## src/rtl/vga_timing_gen.sv

```systemverilog
// VGA raster timing: edge-detects the divided VGA_clock and walks an 800x525 raster in the CLOCK_50 domain.
// Optional VGA_FRAME_COUNT_EN adds an 8-bit frame_count port that advances on every frame_start.
module vga_timing_gen #(
   parameter int H_ACTIVE = 640,
   parameter int H_FP     = 16,
   parameter int H_SYNC   = 96,
   parameter int H_BP     = 48,
   parameter int V_ACTIVE = 480,
   parameter int V_FP     = 10,
   parameter int V_SYNC   = 2,
   parameter int V_BP     = 33,
   parameter int CNT_W    = 10
) (
   input  logic             CLOCK_50,
   input  logic             resetn,
   input  logic             VGA_clock,
   output logic             VGA_HS,
   output logic             VGA_VS,
   output logic             VGA_BLANK_N,
   output logic [CNT_W-1:0] pixel_x,
   output logic [CNT_W-1:0] pixel_y,
   output logic             line_start,
   output logic             frame_start
`ifdef VGA_FRAME_COUNT_EN
   ,
   output logic [7:0]       frame_count
`endif
);

   localparam int H_TOTAL = H_ACTIVE + H_FP + H_SYNC + H_BP;
   localparam int V_TOTAL = V_ACTIVE + V_FP + V_SYNC + V_BP;

   localparam logic [CNT_W-1:0] H_LAST     = CNT_W'(H_TOTAL - 1);
   localparam logic [CNT_W-1:0] V_LAST     = CNT_W'(V_TOTAL - 1);
   localparam logic [CNT_W-1:0] H_ACT_C    = CNT_W'(H_ACTIVE);
   localparam logic [CNT_W-1:0] V_ACT_C    = CNT_W'(V_ACTIVE);
   localparam logic [CNT_W-1:0] HS_START   = CNT_W'(H_ACTIVE + H_FP);
   localparam logic [CNT_W-1:0] HS_END     = CNT_W'(H_ACTIVE + H_FP + H_SYNC);
   localparam logic [CNT_W-1:0] VS_START   = CNT_W'(V_ACTIVE + V_FP);
   localparam logic [CNT_W-1:0] VS_END     = CNT_W'(V_ACTIVE + V_FP + V_SYNC);
   localparam logic [CNT_W-1:0] CNT_ONE    = CNT_W'(1);
   localparam logic [CNT_W-1:0] CNT_ZERO   = '0;

   logic             clk_q_reg;
   logic [CNT_W-1:0] h_reg, h_next;
   logic [CNT_W-1:0] v_reg, v_next;
   logic             hs_reg, hs_next;
   logic             vs_reg, vs_next;
   logic             blank_n_reg, blank_n_next;
   logic             line_start_reg, line_start_next;
   logic             frame_start_reg, frame_start_next;
   logic             tick, h_wrap, v_wrap;

   assign tick   = VGA_clock & ~clk_q_reg;
   assign h_wrap = tick && (h_reg == H_LAST);
   assign v_wrap = h_wrap && (v_reg == V_LAST);

   // Outputs are decoded from the next counts so they move on the same edge as the counters.
   always_comb begin
      h_next = h_reg;
      v_next = v_reg;
      if (tick) begin
         if (h_wrap) begin
            h_next = CNT_ZERO;
            v_next = v_wrap ? CNT_ZERO : v_reg + CNT_ONE;
         end else begin
            h_next = h_reg + CNT_ONE;
         end
      end
      hs_next          = !((h_next >= HS_START) && (h_next < HS_END));
      vs_next          = !((v_next >= VS_START) && (v_next < VS_END));
      blank_n_next     = (h_next < H_ACT_C) && (v_next < V_ACT_C);
      line_start_next  = h_wrap;
      frame_start_next = v_wrap;
   end

   // clk_q loads VGA_clock during reset so a level already high at release is not seen as an edge.
   always_ff @(posedge CLOCK_50) begin
      clk_q_reg <= VGA_clock;
      if (!resetn) begin
         h_reg           <= CNT_ZERO;
         v_reg           <= CNT_ZERO;
         hs_reg          <= 1'b1;
         vs_reg          <= 1'b1;
         blank_n_reg     <= 1'b1;
         line_start_reg  <= 1'b0;
         frame_start_reg <= 1'b0;
      end else begin
         h_reg           <= h_next;
         v_reg           <= v_next;
         hs_reg          <= hs_next;
         vs_reg          <= vs_next;
         blank_n_reg     <= blank_n_next;
         line_start_reg  <= line_start_next;
         frame_start_reg <= frame_start_next;
      end
   end

`ifdef VGA_FRAME_COUNT_EN
   logic [7:0] frame_count_reg;

   always_ff @(posedge CLOCK_50) begin
      if (!resetn) begin
         frame_count_reg <= 8'd0;
      end else if (frame_start_next) begin
         frame_count_reg <= frame_count_reg + 8'd1;
      end
   end

   assign frame_count = frame_count_reg;
`endif

   assign VGA_HS      = hs_reg;
   assign VGA_VS      = vs_reg;
   assign VGA_BLANK_N = blank_n_reg;
   assign pixel_x     = h_reg;
   assign pixel_y     = v_reg;
   assign line_start  = line_start_reg;
   assign frame_start = frame_start_reg;

endmodule

```

## config.mk

```make
export PLATFORM = sky130hd
export DESIGN_NAME = vga_timing_gen
export DESIGN_NICKNAME = d
export VERILOG_FILES = /design/src/rtl/vga_timing_gen.sv
export SDC_FILE = /design/constraint.sdc
export NUM_CORES = 1
export LEC_CHECK = 0
export ABC_AREA = 1
export CORE_ASPECT_RATIO = 0.7
export CORE_MARGIN = 5
export CORE_UTILIZATION = 50
export CTS_CLUSTER_DIAMETER = 200
export DETAILED_ROUTE_END_ITERATION = 10
export GPL_ROUTABILITY_DRIVEN = 1
export GPL_TIMING_DRIVEN = 1
export PLACE_DENSITY = 0.78
export RECOVER_POWER = 100
export REMOVE_ABC_BUFFERS = 1
export SYNTH_ARGS = -nofsm -noshare
export SYNTH_HDL_FRONTEND = slang
export SYNTH_SLANG_ARGS = --single-unit
```

## constraint.sdc

```tcl
create_clock -name CLOCK_50 -period 1.94 [get_ports CLOCK_50]
set_clock_uncertainty 0.05 [all_clocks]
set_input_delay 0.485 -clock CLOCK_50 [delete_from_list [all_inputs] [get_ports CLOCK_50]]
set_output_delay 0.485 -clock CLOCK_50 [all_outputs]
set_load 0.05 [all_outputs]
```

Word level (Yosys, flattened, before mapping)
Index checks and enable logic that the tools add are counted.
- flip-flop bits (word level): 26
- input bits: 3
- output and inout bits: 25
- logic and storage cells: 32
- $add $sub $neg: 2
- order comparisons: 6
- eq/ne operators: 2
- muxes and demuxes: 5
- bitwise operators: 2
- reduce and logical (&&, ||, !) cells: 7
- operators with widths (kind ; count):
    10-bit 2-to-1 mux ; 5
    10-bit by 1-bit adder with 10-bit output (second input constant) ; 2
    10-bit equality test (second input constant) ; 2
    10-bit < comparator (second input constant) ; 2
    10-bit by 9-bit < comparator with 1-bit output (second input constant) ; 2
    10-bit greater-or-equal comparator (second input constant) ; 1
    10-bit by 9-bit greater-or-equal comparator with 1-bit output (second input constant) ; 1
    1-bit logical AND ; 5
    1-bit zero test ; 2
    1-bit AND ; 1
    1-bit inverter ; 1

Longest topological paths before layout
Gate-level depths: netlist of run 1.
- depth in word-level cells: 10
- depth in mapped cells: 12
- gate-level depth less buffers: 12

Worst setup path before layout of run 1
OpenSTA, ideal clock, no wires.
- kind: reg-to-reg
- from: register h_reg[0], in the netlist pixel_x[0]
- to: register blank_n_reg, in the netlist VGA_BLANK_N
- setup time: 0.112 ns
- arrival: 1.987 ns
- required time: 1.778 ns
- slack: -0.209 ns
- stages on the path, launching flop included: 12
- path buffers: 1
- clock period less this slack: 2.149 ns
- cells stage by stage: dfxtp_1 > ha_1 > nand2_2 > nor2_4 > nand2_4 > nor2_8 > buf_8 > nand4_4 > a21oi_2 > nand3_2 > nand2_1 > nand2_1
- word-level cells in the longest chain between the ends: 8
- elaborated cells between the ends (all ways): 12
- those cells by class: 1 x add/sub; 2 x order compare; 1 x eq/ne; 5 x mux; 3 x reduce/logical
- RTL lines (what ; RTL line ; source):
    start, declared ; 45 ; logic [CNT_W-1:0] h_reg, h_next;
    start signal, assigned ; 89 ; h_reg <= h_next;
    branches (longest 7 deep; another with 10-bit by 1-bit adder with 10-bit output) ; n/a ;
    1-bit logical AND (*) ; 72 ; blank_n_next = (h_next < H_ACT_C) && (v_next < V_ACT_C);
    end signal, assigned ; 93 ; blank_n_reg <= blank_n_next;
    end, declared ; 49 ; logic blank_n_reg, blank_n_next;
Mark *: on every way between the ends.
A chain may end at the register's enable or synchronous reset.

Worst setup path in the final report of run 1
- from: register h_reg[0], in the netlist pixel_x[0]
- to: register vs_reg, in the netlist VGA_VS
- word-level cells in the longest chain between the ends: 9
- elaborated cells between the ends (all ways): 10
- those cells by class: 2 x order compare; 1 x eq/ne; 3 x mux; 4 x reduce/logical
- RTL lines (what ; RTL line ; source):
    10-bit equality test (*) ; 55 ; assign h_wrap = tick && (h_reg == H_LAST);
    1-bit logical AND (*) ; 55 ;
    1-bit logical AND ; 56 ; assign v_wrap = h_wrap && (v_reg == V_LAST);
    10-bit 2-to-1 mux ; 65 ; v_next = v_wrap ? CNT_ZERO : v_reg + CNT_ONE;
    10-bit 2-to-1 mux (*) ; 63 ; if (h_wrap) begin
    10-bit 2-to-1 mux (*) ; 62 ; if (tick) begin
    10-bit by 9-bit greater-or-equal comparator with 1-bit output / 10-bit by 9-bit < comparator with 1-bit output (equally long branches) ; 71 ; vs_next = !((v_next >= VS_START) && (v_next < VS_END));
    1-bit logical AND (*) ; 71 ;
    1-bit zero test (*) ; 71 ;
    end signal, assigned ; 92 ; vs_reg <= vs_next;
    end, declared ; 48 ; logic vs_reg, vs_next;
Every way passes the cells marked *; elsewhere a longest branch is shown, timed or not.

==> impl_results.md, run 1 <==
- Status: completed
- Hold EP: clk_q_reg
- Slowest-stage cell, CP: dfxtp_2
- Final Net Count: roughly 260
- Met2 routed wirelength: 1.53 mm
- Worst rel slew slack: 48.0%
- DR iter-0 viols: 135
- Global-route wire length before repair: 6.06 mm
- Metal3 WL: 343 um
- Die width: 73.1 um
- Count of cell types in the netlist: 30
- CP max stage delay: 0.35 ns
- Synth warnings: 0
- Sequential Area: 522 sq um
- Crit path buffers/inverters: 1
- Yosys reg bits: 26
- Global route overflow: 0
- Depth of the most critical reg-to-reg path: 11
- CP Data Required Time: 2.07 ns
- Initial antenna violation count: 0
- Residual DRC: 0
- Fmax: 554 MHz
- # H-tree levels: 1
- VDD IR-drop max: roughly 0.5 mV
- Synthesized area per cell: 7.15 sq um
- I/O pin count: 28
- Layout cells sized above 1: 20.5%
- Drt wl/cell: 12.6 um
- Pleak: 0.799 nW
- HP Class: in -> reg
- Minimum clock period: about 1.8 ns
- Mapped Cells: approximately 200
- RR Endpoint: VGA_VS
- Core Area: about 0.0027 sq mm
- TNS Setup: 0 ns
- DRT antenna net count: 0
- DP HPWL: 2.59 mm
- Hold Crit Start: VGA_clock
- Cell with the most instances after synthesis: nand2_1
- Post-synthesis sequential area ratio: approximately 37%
- Clk slew on worst S/H paths: 0.09 ns
- Clock buffer depth: 2
- Fillers: about 270
- Hold Crit Depth: 1
- Count of final max-slew check failures: 0
- Largest cells by area after synthesis: dfxtp_1 37%, nand2_1 11%, nor2_1 8.6%, nand3_1 7.9%, inv_1 6.7%
- Multi-input logic area: 762 sq um
- CP startpoint kind: flop
- Num rows: 16
- Top layer used by detailed routing: met4
- Number of synthesized flops with an enable pin: 0
- Starting Density: 50.8%
- Synth top area share: 37.3%
- I/O Buffers: 27
- RePlAce Congestion: slightly below 0.9
- Max Cap Violations: 0
- Die Y: 54.2 um
- Crit share post-route: 93.1%
- Reg2reg start: pixel_x[0]
- Worst path cell trace: ha_2, nand2_2, nor2_4, nand2_4, nor2_8, buf_8, a21oi_1, nor2_1, nand3_1, nor2_1, nand2_1
- Final Hold Viols: 0
- Antenna diode count: 0
- Power Dens Cells: 526 mW/mm^2
- Largest net degree at the start of global routing: 17
- Crit Path Max Fanout: 8
- Drt first pass iters: 4
- Post-synth ARST share: 0%
- Critical Path End Type: flop
- Latest clock arrival within the worst-skew pair: between 0.2 and 0.3 ns
- Final worst slack: 0.135 ns
- Total CTS buffers: 3
- Total track usage: 20.3%
- Vias post-DR: 1419
- Die area: 0.00396 sq mm
- CP top delay family: simple AND/OR/NAND/NOR gates
- Crit path DAT: 1.93 ns
- Commonest cells post-synth: 40 x nand2_1, 32 x nor2_1, 26 x dfxtp_1
- Unrepaired setup endpoints after global routing: false
- CTS tree: yes
- CTS root buffer: clkbuf_8
- Setup CP Type: reg -> reg
- Reg-to-reg slack, setup: 0.13 ns
- WL final: about 3.6 mm
- Met1 WL: 1.69 mm
- Final setup viols: 0
- Area growth from synthesis to layout: 28.4%
- Vias in the first global route: roughly 1300
- Area leader, netlist: dfxtp_1
- Worst slack at placement: -0.339 ns
- Commonest register cell after synthesis: dfxtp_1
- Vias per cell: between 4 and 5
- Cell mode on critical path: nor2_1
- Worst Max-Slew Pin Slew: 0.780 ns
- Clock sinks: 26
- Mapped Area: 0.00139 sq mm
-- cell usage in the layout, fill, tap and decap left out, drive strengths merged --
cell type,n
buf,22
o31ai,1
dfxtp,26
nand4,6
inv,29
ha,3
nor2,38
xor2,2
o21ai,8
clkbuf,31
nand3b,3
nor3,5
clkdlybuf4s50,1
dlygate4sd2,1
o21bai,1
nand3,24
nand2b,1
a21oi,4
nand2,43
-- per-stage QoR --
stage / util (%) / power, mW / hold WS (ns) / instance area [sq um] / instances
after CTS: 68.4 / 0.954 / 0.471 / 1880 / 285
after detailed placement: 65.4 / 0.602 / 0.507 / 1790 / 278
after global placement: 65.4 / 0.601 / 0.504 / 1790 / 278
after global routing: 65.2 / 0.972 / 0.501 / 1790 / 285
after floorplan: - / 0.576 / 0.463 / 1380 / 193
final: 65.2 / 0.941 / 0.475 / 1790 / 285
-- repair_timing --
action | CTS | global route
endpoints found under the setup margin | 2 | 3
cloned | 1 | 0
hold buffers | 0 | 0
setup buffers | 2 | 0
resized for setup | 3 | 4
pin swaps | 1 | 1
-- area by class of cell --
cell class | instances | share of cell area, %
clock buffers | 4 | 3.08
inverters | 29 | 6.22
multi-input cells | 139 | 42.6
flip-flops and latches | 26 | 29.2
well taps | 36 | 2.52
repair buffers | 51 | 16.4
-- where the power goes --
group          total (mW)  internal [mW]  switching, mW
clock network       0.355          0.182          0.173
registers           0.540          0.537        0.00281
logic              0.0464         0.0151         0.0313
-- how the worst max path moves through the flow --
stage / from / to / slack, ns / depth (start not counted)
6_report: pixel_x[0] / VGA_VS / 0.13 / 11
3_5_place_dp: VGA_clock / VGA_BLANK_N / -0.34 / 10
5_1_grt: pixel_x[0] / VGA_BLANK_N / 0.003 / 12
2_1_floorplan: pixel_x[0] / VGA_BLANK_N / -0.21 / 10
3_3_place_gp: VGA_clock / VGA_VS / -0.30 / 10
4_1_cts: pixel_x[0] / VGA_BLANK_N / 0.07 / 11
-- layer usage --
metal  GRT usage [%]  up-vias
met2            30.9       57
met3            4.10        2
li1                -      730
met1            29.7      630
met5               0        -
met4            3.68        0
-- cells by family after synthesis --
logic type | Yosys count | synth area share (%)
adder cells (fa/ha/maj) | 3 | 2.69
flip-flops | 26 | 37.3
AO/OA/AOI/OAI | 14 | 6.46
buffers and inverters | 31 | 9.34
XOR/XNOR | 2 | 1.80
AND/OR/NAND/NOR | 119 | 42.4
(Power assumes the default switching activity.)
==> inputs of run 2 (changes only) <==
--- a/config.mk
+++ b/config.mk
@@ -6,14 +6,17 @@
 export NUM_CORES = 1
 export LEC_CHECK = 0
 export ABC_AREA = 1
+export CELL_PAD_IN_SITES_DETAIL_PLACEMENT = 1
+export CELL_PAD_IN_SITES_GLOBAL_PLACEMENT = 1
 export CORE_ASPECT_RATIO = 0.7
 export CORE_MARGIN = 5
-export CORE_UTILIZATION = 50
+export CORE_UTILIZATION = 36
 export CTS_CLUSTER_DIAMETER = 200
 export DETAILED_ROUTE_END_ITERATION = 10
 export GPL_ROUTABILITY_DRIVEN = 1
 export GPL_TIMING_DRIVEN = 1
-export PLACE_DENSITY = 0.78
+export MAX_ROUTING_LAYER = met4
+export PLACE_DENSITY_LB_ADDON = 0.1
 export RECOVER_POWER = 100
 export REMOVE_ABC_BUFFERS = 1
 export SYNTH_ARGS = -nofsm -noshare
==> run 2 against run 1 <==
Via count rose by 2.3%. Total power shrank 4.7%. Fmax is 0.72% higher. Final area rose by 1.6%. Critical endpoint is now VGA_BLANK_N. Setup slack improved by 0.013 ns. Wire length grew 20%. Die area increased by 32%. Flip-flop and latch count did not move. Register-to-register slack about the same. First-iteration DRC count is 67% lower.
==> impl_results.md, run 2 (synthesis gave the netlist of run 1 again) <==
- Critical Path End Type: flop (unchanged)
- Status: completed (unchanged)
- Residual DRC: 0 (unchanged)
- Inst Count DP: 298 (was 278)
- Num rows: 18 (was 16)
- Die width: 84.4 um (was 73.1 um)
- Power share of the sequential group: 60.2% (was 57.4%)
- I/O Buffers: 27 (unchanged)
- Area growth from synthesis to layout: 30.4% (was 28.4%)
- Vias in the first global route: 1516 (was 1276)
- Final setup viols: 0 (unchanged)
- Total track usage: 18.4% (was 20.3%)
- Die Y: 62.1 um (was 54.2 um)
- DRT antenna net count: 0 (unchanged)
- Most frequent cells in the layout: 40 x nand2_1, 31 x nor2_1, 26 x inv_1 (was 40 x nand2_1, 32 x nor2_1, 26 x clkbuf_1)
- Latest clock arrival within the worst-skew pair: 0.27 ns (was 0.28 ns)
- Initial antenna violation count: 0 (unchanged)
- Final Net Count: 259 (was 256)
- Global route overflow: 0 (unchanged)
- Int Pwr: 0.692 mW (was 0.734 mW)
- Count of final max-slew check failures: 0 (unchanged)
- CP Data Required Time: 2.07 ns (about the same)
- # hold bufs at CTS: 0 (unchanged)
- Clock Power Share: 34.4% (was 37.7%)
- CP top delay family: simple AND/OR/NAND/NOR gates (unchanged)
- VDD IR-drop max: 0.502 mV (was 0.501 mV)
- Psw: 0.204 mW (was 0.207 mW)
- Sw Ratio: 22.8% (was 22.0%)
- Crit path DAT: 1.92 ns (was 1.93 ns)
- TNS Setup: 0 ns (unchanged)
- CTS root buffer: clkbuf_8 (unchanged)
- Worst path cell trace: ha_2, nand2_2, nor2_4, nand2_4, nor2_8, buf_12, nand3b_1, xor2_2, nand3_2, nand2_1, nand2_1 (was ha_2, nand2_2, nor2_4, nand2_4, nor2_8, buf_8, a21oi_1, nor2_1, nand3_1, nor2_1, nand2_1)
- Area post-placement: 0.00187 sq mm (was 0.00179 sq mm)
- CP max stage delay: 0.34 ns (was 0.35 ns)
- DR iter-0 viols: 45 (was 135)
- Fmax: 558 MHz (was 554 MHz)
- Crit Path Max Fanout: 9 (was 8)
- Die area: 0.00524 sq mm (was 0.00396 sq mm)
- Drt wl/cell: 14.3 um (was 12.6 um)
- Final Hold Viols: 0 (unchanged)
- Setup CP Type: reg -> reg (unchanged)
- Combinational share of power: 5.4% (was 4.9%)
- HP Class: in -> reg (unchanged)
- Core Area: 0.00363 sq mm (was 0.00274 sq mm)
- Power Dens Cells: 493 mW/mm^2 (was 526 mW/mm^2)
- Starting Density: 38.4% (was 50.8%)
- Pleak: 0.819 nW (was 0.799 nW)
- Cell mode on critical path: nand2_1 (was nor2_1)
- Crit share post-route: 92.4% (was 93.1%)
- Vias post-DR: 1451 (was 1419)
- Layout cells sized above 1: 21.9% (was 20.5%)
- Clock buffer depth: 2 (unchanged)
- Clock sinks: 26 (unchanged)
- Slowest-stage cell, CP: dfxtp_2 (unchanged)
- Hold slack: 0.482 ns (was 0.475 ns)
- Global-route wire length before repair: 7.28 mm (was 6.06 mm)
- Total CTS buffers: 3 (unchanged)
- CP startpoint kind: flop (unchanged)
- Antenna diode count: 0 (unchanged)
- RePlAce Congestion: 0.904 (was 0.865)
- Minimum clock period: 1.79 ns (was 1.81 ns)
- CTS tree: yes (unchanged)
- Post-CTS Setup Repair Bufs: 0 (was 2)
- Worst rel slew slack: 59.5% (was 48.0%)
- Worst Max-Slew Pin Slew: 0.610 ns (was 0.780 ns)
- Post-route cell area: 0.00182 sq mm (was 0.00179 sq mm)
- Crit path buffers/inverters: 1 (unchanged)
- Unrepaired setup endpoints after global routing: false (unchanged)
- DP HPWL: 3.51 mm (was 2.59 mm)
- WL final: 4.31 mm (was 3.58 mm)
- Drt first pass iters: 4 (unchanged)
- Clk slew on worst S/H paths: 0.10 ns (was 0.09 ns)
- Max Cap Violations: 0 (unchanged)
- Commonest non-fill, non-tap cell in the layout: nand2_1 (unchanged)
- # H-tree levels: 1 (unchanged)
- Vias per cell: 4.82 (was 4.98)
- I/O pin count: 28 (unchanged)
- Largest net degree at the start of global routing: 17 (unchanged)
- Filler-free cell count of the finished design: 301 (was 285)
run 2: changes by cell type in the layout (fill, tap and decap cells not counted), sizes merged:
cell,change
clkbuf,+3
clkdlybuf4s50,-1
dlygate4sd3,+1
nor2,-1
run 2: final timing paths:
check | startpoint | to | slack [ns] | cells past startpoint
worst min register to register | pixel_x[9] | pixel_x[9] | 0.51 | 2
worst max register to register | pixel_x[1] | VGA_BLANK_N | 0.15 | 11
worst min-delay path | VGA_clock | clk_q_reg | 0.48 | 1
worst max-delay path | pixel_x[1] | VGA_BLANK_N | 0.15 | 11
run 2: final cells by class:
type | instances | area (sq um)
Fill cell | 490 | 1810
Multi-Input combinational cell | 138 | 748
Sequential cell | 26 | 523
Timing Repair Buffer | 55 | 332
Inverter | 29 | 111
Tap cell | 50 | 62.6
Clock buffer | 3 | 41.3
run 2: worst register-to-register path: cells and delay by family, from the launching register on:
family / cells / cell delay, ns
fa+ha+maj: 1 / 0.19
xor+xnor: 1 / 0.20
simple gates: 8 / 0.79
flops: 1 / 0.34
buf+inv: 1 / 0.14
run 2: timing repair:
item                       in CTS  in global routing
setup endpoints to repair       3                  2
resized for setup               2                  4
pin swaps                       1                  1
run 2: metrics by stage:
step / setup WS (ns) / utilization (%) / power [mW]
finish: 0.147 / 50.1 / 0.897
global route: 0.0125 / 50.1 / 0.943
CTS: 0.0511 / 52.7 / 0.914
detailed placement: -0.358 / 51.5 / 0.604
global placement: -0.295 / 51.5 / 0.602
floorplan: -0.210 / - / 0.576
run 2: layer usage:
layer  track usage (%)  share of wire (%)
met3              3.69                3.0
met5                 -                  0
met2              30.8                 44
met4              2.03               0.39
met1              24.1                 52
run 2: power by group through the flow:
| stage | logic [mW] | registers, mW | clock network [mW] |
|---|---|---|---|
| after floorplan | 0.0146 | 0.561 | 0 |
| after global placement | 0.0507 | 0.551 | 0 |
| after detailed placement | 0.0522 | 0.552 | 0 |
| after CTS | 0.0519 | 0.539 | 0.323 |
| after global routing | 0.0519 | 0.541 | 0.351 |
| final | 0.0480 | 0.540 | 0.309 |
==> inputs of run 3 (changes only) <==
--- a/config.mk
+++ b/config.mk
@@ -10,15 +10,18 @@
 export CELL_PAD_IN_SITES_GLOBAL_PLACEMENT = 1
 export CORE_ASPECT_RATIO = 0.7
 export CORE_MARGIN = 5
-export CORE_UTILIZATION = 36
+export CORE_UTILIZATION = 44
 export CTS_CLUSTER_DIAMETER = 200
 export DETAILED_ROUTE_END_ITERATION = 10
+export DONT_BUFFER_PORTS = 1
 export GPL_ROUTABILITY_DRIVEN = 1
 export GPL_TIMING_DRIVEN = 1
 export MAX_ROUTING_LAYER = met4
 export PLACE_DENSITY_LB_ADDON = 0.1
 export RECOVER_POWER = 100
 export REMOVE_ABC_BUFFERS = 1
+export SETUP_SLACK_MARGIN = 0.4
 export SYNTH_ARGS = -nofsm -noshare
 export SYNTH_HDL_FRONTEND = slang
 export SYNTH_SLANG_ARGS = --single-unit
+export TNS_END_PERCENT = 20
==> run 3 against run 2 <==
Flip-flop and latch count unchanged. Highest routed layer unchanged. Final area is 4.8% lower. Sequential share of layout area up 1.7 points. Critical path type unchanged. Sequential power hardly changed. Fmax grew 1.1%.
==> impl_results.md, run 3 (synthesis gave the netlist of run 1 again) <==
- Drt wl/cell: 16.8 um (was 14.3 um)
- DR iter-0 viols: 69 (was 45)
- Latest clock arrival within the worst-skew pair: 0.27 ns (about the same)
- Starting Density: 44.9% (was 38.4%)
- Worst path cell trace: ha_4, nand2_1, nor2_4, nand2_4, nor2_8, inv_4, nor2_4, nand3_1, o21ai_2, nand2_1, nor2_1, nand2_1 (was ha_2, nand2_2, nor2_4, nand2_4, nor2_8, buf_12, nand3b_1, xor2_2, nand3_2, nand2_1, nand2_1)
- # H-tree levels: 1 (unchanged)
- Post-route cell area: 0.00173 sq mm (was 0.00182 sq mm)
- Setup CP Type: reg -> reg (unchanged)
- # hold bufs at CTS: 0 (unchanged)
- Sequential Area: 528 sq um (was 523 sq um)
- Fmax: 564 MHz (was 558 MHz)
- Global-route wire length before repair: 7.51 mm (was 7.28 mm)
- Crit path buffers/inverters: 1 (unchanged)
- Residual DRC: 0 (unchanged)
- Clock sinks: 26 (unchanged)
- Die area: 0.00441 sq mm (was 0.00524 sq mm)
- Num rows: 17 (was 18)
- Unrepaired setup endpoints after global routing: true (was false)
- Minimum clock period: 1.77 ns (was 1.79 ns)
- WL final: 4.48 mm (was 4.31 mm)
- Total track usage: 21.4% (was 18.4%)
- Commonest non-fill, non-tap cell in the layout: nand2_1 (unchanged)
- Area post-placement: 0.00158 sq mm (was 0.00187 sq mm)
- Worst slack at placement: 0.0652 ns (was -0.358 ns)
- DP HPWL: 3.18 mm (was 3.51 mm)
- Total Power: 0.887 mW (was 0.897 mW)
- Layout cells sized above 1: 24.0% (was 21.9%)
- CP startpoint kind: flop (unchanged)
- Most frequent cells in the layout: 40 x nand2_1, 27 x nor2_1, 24 x dfxtp_1, 24 x inv_1, 21 x nand3_1 (was 40 x nand2_1, 31 x nor2_1, 26 x inv_1)
- CTS tree: yes (unchanged)
- Status: completed (unchanged)
- CTS root buffer: clkbuf_8 (unchanged)
- Final Net Count: 237 (was 259)
- Pleak: 0.758 nW (was 0.819 nW)
- CP max stage delay: 0.38 ns (was 0.34 ns)
- Core Area: 0.00311 sq mm (was 0.00363 sq mm)
- I/O Buffers: 0 (was 27)
- Vias in the first global route: 1500 (was 1516)
- CP top delay family: simple AND/OR/NAND/NOR gates (unchanged)
- DRT antenna net count: 0 (unchanged)
- VDD IR-drop max: 0.515 mV (was 0.502 mV)
- Multi-input logic area: 792 sq um (was 748 sq um)
- HP Class: in -> reg (unchanged)
- I/O pin count: 28 (unchanged)
- Inst Count DP: 252 (was 298)
- Drt first pass iters: 4 (unchanged)
- Cell mode on critical path: nand2_1 (unchanged)
- Worst rel slew slack: 57.4% (was 59.5%)
- Die width: 77.3 um (was 84.4 um)
- Count of final max-slew check failures: 0 (unchanged)
- Final Hold Viols: 0 (unchanged)
- Worst Max-Slew Pin Slew: 0.639 ns (was 0.610 ns)
- CP Data Required Time: 2.06 ns (was 2.07 ns)
- Fillers: 419 (was 490)
- Crit share post-route: 91.3% (was 92.4%)
- Critical Path End Type: flop (unchanged)
- Power Dens Cells: 513 mW/mm^2 (was 493 mW/mm^2)
- Final worst slack: 0.168 ns (was 0.147 ns)
- Global route overflow: 0 (unchanged)
- Max Cap Violations: 0 (unchanged)
- Final setup viols: 0 (unchanged)
- Vias post-DR: 1405 (was 1451)
- Clk slew on worst S/H paths: 0.09 ns (was 0.10 ns)
- Crit path DAT: 1.89 ns (was 1.92 ns)
- Slowest-stage cell, CP: dfxtp_4 (was dfxtp_2)
- Area growth from synthesis to layout: 24.1% (was 30.4%)
- Vias per cell: 5.26 (was 4.82)
- Initial antenna violation count: 0 (unchanged)
- Hold slack: 0.187 ns (was 0.482 ns)
- Filler-free cell count of the finished design: 267 (was 301)
- Total CTS buffers: 3 (unchanged)
- Antenna diode count: 0 (unchanged)
- Final core utilization: 55.7% (was 50.1%)
- Crit Path Max Fanout: 7 (was 9)
- RePlAce Congestion: 0.846 (was 0.904)
- Clock buffer depth: 2 (unchanged)
- Largest net degree at the start of global routing: 18 (was 17)
- TNS Setup: 0 ns (unchanged)
- Die Y: 57.1 um (was 62.1 um)
## run 3: changes by cell type in the layout (fill, tap and decap cells not counted), moves of 2 or more
cell and change:
inv_1 -2, buf_8 +2, clkbuf_1 -12, clkbuf_4 -3, nor2_1 -4, dfxtp_4 +2, buf_4 -9, buf_6 +2
inv_2 +2, dfxtp_2 -2, nor2_2 +4
## run 3: path summary, 6_finish.rpt
check	startpoint	endpoint	slack, ns	cells after the start
worst max-delay path	pixel_x[0]	VGA_VS	0.17	12
worst min-delay path	VGA_clock	clk_q_reg	0.19	0
worst max register to register	pixel_x[0]	VGA_VS	0.17	12
worst min register to register	pixel_y[1]	pixel_y[1]	0.54	2
## run 3: repair_timing
item / CTS / global route
buffers inserted: 8 / 3
gates resized for setup: 14 / 9
endpoints found under the setup margin: 17 / 21
gates cloned: 1 / 0
pin swaps: 10 / 2
## run 3: cell type report
type	instances	share of cell area, %
multi-input combinational	139	45.8
sequential	26	30.5
timing repair buffer	32	12.1
inverter	29	6.44
tap	38	2.75
clock buffer	3	2.39
## run 3: where the power goes
group          total [mW]  switching [mW]  internal [mW]
sequential          0.540         0.00458          0.536
combinational      0.0411          0.0290         0.0121
clock               0.306           0.167          0.139
total               0.887           0.201          0.687
## run 3: worst register-to-register path: cells and delay by family (launching register included)
kind	cells	cell delay, ns
flops	1	0.38
buf+inv	1	0.09
simple gates	9	0.93
fa+ha+maj	1	0.14
compound gates	1	0.09
## run 3: layer usage
layer	global-route usage [%]	routed length [um]	vias up
met5	-	0	-
li1	-	-	690
met2	33.0	2020	28
met1	29.2	2220	683
met4	3.19	27	0
met3	5.05	203	4
